$ cat src/rtl/gen_capture.sv
// Capture front-end: launches a streaming generator and buffers its words
// in a show-ahead FIFO, with stall or drop policy when the FIFO fills.
module gen_capture #(
  parameter int WIDTH         = 32,
  parameter int DEPTH         = 16,
  parameter int MAX_WORDS     = 0,
  parameter int STALL_ON_FULL = 1
) (
  input  logic                       __clock,
  input  logic                       __reset,
  input  logic                       cmd_start,
  input  logic                       cmd_abort,
  output logic                       gen_start,
  output logic                       gen_ready,
  input  logic                       gen_valid,
  input  logic                       gen_done,
  input  logic [WIDTH-1:0]           gen_data,
  input  logic                       rd_en,
  output logic [WIDTH-1:0]           rd_data,
  output logic                       empty,
  output logic                       full,
  output logic [$clog2(DEPTH+1)-1:0] count,
  output logic                       busy,
  output logic                       run_done,
  output logic                       overflow
);

  localparam int AW = $clog2(DEPTH);
  localparam int CW = $clog2(DEPTH+1);

  typedef enum logic [1:0] {
    IDLE,
    LAUNCH,
    RUN,
    DONE
  } state_t;

  state_t           state;
  logic [WIDTH-1:0] mem [DEPTH];
  logic [AW-1:0]    wr_ptr;
  logic [AW-1:0]    rd_ptr;
  logic [CW-1:0]    cnt;
  logic [31:0]      wcnt;
  logic [31:0]      wcnt_nxt;

  logic acc;
  logic pop;
  logic push;
  logic drop;
  logic start_clr;
  logic limit_hit;
  logic idle_like;

  assign empty = (cnt == '0);
  assign full  = (cnt == CW'(DEPTH));
  assign count = cnt;

  assign rd_data = empty ? '0 : mem[rd_ptr];

  // LAUNCH always has room: the start edge empties the FIFO.
  always_comb begin
    gen_ready = 1'b0;
    unique case (state)
      LAUNCH:  gen_ready = 1'b1;
      RUN:     gen_ready = (STALL_ON_FULL != 0) ? ~full : 1'b1;
      default: gen_ready = 1'b0;
    endcase
  end

  assign idle_like = (state == IDLE) || (state == DONE);
  assign start_clr = cmd_start & ~cmd_abort & idle_like;

  assign acc  = gen_valid & gen_ready;
  assign pop  = rd_en & ~empty;
  assign push = acc & (~full | pop);
  assign drop = acc & full & ~pop;

  assign wcnt_nxt  = (acc && wcnt != 32'hFFFF_FFFF) ? wcnt + 32'd1 : wcnt;
  assign limit_hit = (MAX_WORDS != 0) && (wcnt_nxt >= 32'(MAX_WORDS));

  always_ff @(posedge __clock or posedge __reset) begin
    if (__reset) begin
      state     <= IDLE;
      gen_start <= 1'b0;
      busy      <= 1'b0;
      run_done  <= 1'b0;
    end else if (cmd_abort) begin
      state     <= IDLE;
      gen_start <= 1'b0;
      busy      <= 1'b0;
      run_done  <= 1'b0;
    end else begin
      unique case (state)
        IDLE, DONE: begin
          if (cmd_start) begin
            state     <= LAUNCH;
            gen_start <= 1'b1;
            busy      <= 1'b1;
            run_done  <= 1'b0;
          end
        end
        LAUNCH: begin
          state     <= RUN;
          gen_start <= 1'b0;
        end
        RUN: begin
          if (gen_done || limit_hit) begin
            state    <= DONE;
            busy     <= 1'b0;
            run_done <= 1'b1;
          end
        end
        default: begin
          state     <= IDLE;
          gen_start <= 1'b0;
          busy      <= 1'b0;
          run_done  <= 1'b0;
        end
      endcase
    end
  end

  always_ff @(posedge __clock or posedge __reset) begin
    if (__reset) begin
      wr_ptr   <= '0;
      rd_ptr   <= '0;
      cnt      <= '0;
      wcnt     <= '0;
      overflow <= 1'b0;
    end else if (start_clr) begin
      wr_ptr   <= '0;
      rd_ptr   <= '0;
      cnt      <= '0;
      wcnt     <= '0;
      overflow <= 1'b0;
    end else begin
      if (push) wr_ptr <= wr_ptr + AW'(1);
      if (pop)  rd_ptr <= rd_ptr + AW'(1);
      unique case ({push, pop})
        2'b10:   cnt <= cnt + CW'(1);
        2'b01:   cnt <= cnt - CW'(1);
        default: cnt <= cnt;
      endcase
      if (drop && STALL_ON_FULL == 0) overflow <= 1'b1;
      wcnt <= wcnt_nxt;
    end
  end

  // Storage is not reset; rd_data is masked while empty instead.
  always_ff @(posedge __clock) begin
    if (push) mem[wr_ptr] <= gen_data;
  end

endmodule

$ cat config.mk
export PLATFORM = sky130hd
export DESIGN_NAME = gen_capture
export DESIGN_NICKNAME = d
export VERILOG_FILES = /design/src/rtl/gen_capture.sv
export SDC_FILE = /design/constraint.sdc
export NUM_CORES = 1
export LEC_CHECK = 0
export CORE_ASPECT_RATIO = 1.1
export CORE_MARGIN = 2
export CORE_UTILIZATION = 55
export CTS_CLUSTER_DIAMETER = 120
export CTS_CLUSTER_SIZE = 10
export DETAILED_ROUTE_END_ITERATION = 16
export PLACE_DENSITY_LB_ADDON = 0.15
export RECOVER_POWER = 50
export SLEW_MARGIN = 0
export SYNTH_ARGS = -nofsm -noshare
export SYNTH_HDL_FRONTEND = slang
export SYNTH_SLANG_ARGS = --single-unit
export TNS_END_PERCENT = 5
$ cat constraint.sdc
create_clock -name __clock -period 12.9 [get_ports __clock]
set_clock_uncertainty 0.2 [all_clocks]
set_input_delay 2.58 -clock __clock [delete_from_list [all_inputs] [get_ports __clock]]
set_output_delay 2.58 -clock __clock [all_outputs]
set_load 0.03 [all_outputs]
==> out/results.ini <==
[status]
status=finished, final reports clean

[synth]
ys.warnings.count=0
yosys-top-cells-area=edfxtp_1 (75%), mux4_2 (17%), dfrtp_1 (2.2%)
ys_seq_area_frac=0.7675
ys_ff_latch=530
yosysTopAreaCellShare=0.7457
yosys-top-cells-count=edfxtp_1 (512), mux4_2 (160), nor2b_1 (34), nor2_1 (25), clkbuf_1 (22)
syn-cell-area_mm2=0.02062
synth_cell_type_count=37
synthCells=899
yosysMostFrequentCell=edfxtp_1
synth_fp_nets=947
yosys.area.top_type=edfxtp_1
synth-edff-count=512
syn_area_per_cell_um2=22.93
synth_flop_cell=edfxtp_1
synthArstFlopShare=0.03396

[layout]
fin_area_mm2=0.02369
fillers=2484
fin_cells=1529
final_nets=1067
drive_gt1_frac=0.2597
syn_to_final_growth_pct=14.90

[min_path]
hold_start=gen_start
hold_depth=2
hp-class=flop to flop
worstHoldEndpoint=gen_start

[clock_tree]
cts_tree=yes
cts_resized=0
post-cts-setup-buffers=0
clock_sinks=530
cts_root_buffer=clkbuf_16
clkTransAtPathRegs_ns=0.06
holdBufCountCts=0
clk_latency_ns=0.58
cts_buffers=58
cts_buffer_depth=3
h-tree-depth=2

[critical_path]
critPathMaxStageDelay_ns=1.13
worstSetupStartpointType=flop
cp.buffers_inverters=2
cp_max_fo=71
critPathKind=flop to output port
reg2reg_depth=8
critPathTopFamily=buffers and inverters
worstPathArrival_ns=4.43
r2r_start=state[0]
cp_common_cell=mux4_2
cp-end-kind=output port
rr_endpoint=mem[4][10]
cp_cell_sequence=buf_4, mux4_2, mux4_2, nor2b_1, clkdlybuf4s50_1
critical_path_required_ns=10.12
rrSetupSlack_ns=9.27
crit_slowest_cell=dfrtp_4

[floorplanning]
io_pins=83
die_w_um=188.6
rows=74
fp.dieH_um=207.1
start_util=0.5567
dieArea_mm2=0.03906
core_area_mm2=0.03704

[job]
max_cap_viol_count=0

[sta]
hold_viol=0
setup_viol=0
maxSlewHeadroom=0.2537
finalSetupTns_ns=0
rsz0062_at_grt=false
fin_crit_sh=0.5588
holdWs_ns=0.3441
post-route-min-period_ns=7.208
final_max_slew_viol_count=0
fmax_mhz=138.7
worst_slew_pin_slew_ns=1.119

[routing]
ant_nets=0
avgRoutedWirePerCell_um=27.37
first_pass_iters=5
vias_per_cell=6.171
wirelength_mm=41.85
drt_iter0_drc=1018
num_vias=9435
route.detailed.drc=0

[place]
placedCellCount=1453
gp_congestion=0.7459
numPortBuffers=81
place_hpwl_mm=19.41
placed_area_mm2=0.02212

[global_route]
grt_usage=0.2189
grt_pass1_wl_mm=61.89
grt_overflow=0
grt_pass1_vias=9693
antenna_found_initial=4
grt_max_degree=97

[power]
ir_drop_mv=0.1619
power_w=0.004919
p_leak_nw=7.402
p_per_area_mw_per_mm2=207.7

==> final cells by class <==
class	instances	area (um2)	area share
Clock buffer	73	1572	0.06634
Inverter	13	48.80	0.002060
Sequential cell	530	15840	0.6684
Multi-Input combinational cell	309	4598	0.1941
Timing Repair Buffer	107	1011	0.04267
Tap cell	494	618.1	0.02609
Antenna cell	3	7.507	0.0003169
==> cell families (layout without fill, tap and decap cells) <==
logic type | after synthesis | in the layout | share of synthesized area
multiplexers | 161 | 161 | 0.1753
adder cells (fa/ha/maj) | 9 | 9 | 0.005462
other | 1 | 4 | 0.0001819
AO/OA/AOI/OAI | 26 | 26 | 0.007646
buffers and inverters | 60 | 193 | 0.01347
XOR/XNOR | 9 | 9 | 0.003823
AND/OR/NAND/NOR | 103 | 103 | 0.02664
flip-flops | 530 | 530 | 0.7675
==> metal layers <==
metal	part of all wire	vias up	track usage	wire, um
met3	0.065	70	0.03423	2722
li1	-	3987	-	-
met5	0.00043	-	0	18
met4	0.019	4	0.05657	782
met1	0.41	5042	0.3140	17250
met2	0.50	332	0.3589	21070
==> through the flow <==
stage	setup slack (ns)	utilization
floorplan	6.094	-
global placement	6.348	0.5974
detailed placement	6.302	0.5974
CTS	5.658	0.6398
global route	5.623	0.6395
finish	5.692	0.6397
==> power breakdown <==
part / internal (W) / switching (W)
registers: 0.00194 / 0.000109
clock network: 0.000833 / 0.000589
logic: 0.000738 / 0.000707
total: 0.00351 / 0.00141
==> registers in the layout, indices dropped and copies added (netlist names) <==
name / count
gen_start: 1
mem: 512
rd_ptr: 4
count: 5
busy: 1
state: 2
wr_ptr: 4
run_done: 1
==> cell usage in the layout (no fill, tap or decap), types with 2 or more instances in the layout <==
cell type,netlist,routed
a211oi_1,2,2
a21boi_0,2,2
a21oi_1,12,12
and2_2,0,4
and3_1,2,2
buf_4,12,23
clkbuf_1,22,14
clkbuf_16,0,61
clkdlybuf4s50_1,0,45
dfrtp_1,18,14
dfrtp_2,0,2
dfrtp_4,0,2
diode_2,0,3
dlygate4sd3_1,0,36
edfxtp_1,512,512
ha_1,9,9
inv_1,13,13
mux4_2,160,160
nand2_1,10,10
nand3_1,3,3
nor2_1,25,20
nor2_4,0,5
nor2b_1,34,34
nor3_1,10,7
nor3_2,0,3
nor4_1,8,4
nor4_2,1,5
o21a_1,2,2
o21ai_0,4,4
xnor2_1,5,5
xor2_1,4,4
==> worst max path at each step <==
stage	startpoint	end	cells after the start
after detailed placement	rd_ptr[1]	rd_data[4]	5
after floorplan	rd_en	mem[3][0]	3
after global placement	rd_ptr[1]	rd_data[4]	5
after CTS	rd_ptr[1]	rd_data[30]	5
after global routing	rd_ptr[1]	rd_data[4]	5
final	rd_ptr[1]	rd_data[30]	5
==> worst register-to-register path: cells and delay by family (launching register included) <==
kind                     cells  cell delay (ns)
buffers and inverters        3             1.34
AND/OR/NAND/NOR              3             0.72
flip-flops                   1             0.37
adder cells (fa/ha/maj)      1             0.39
AO/OA/AOI/OAI                1             0.20
No activity file was read; power rests on OpenSTA's default activity.
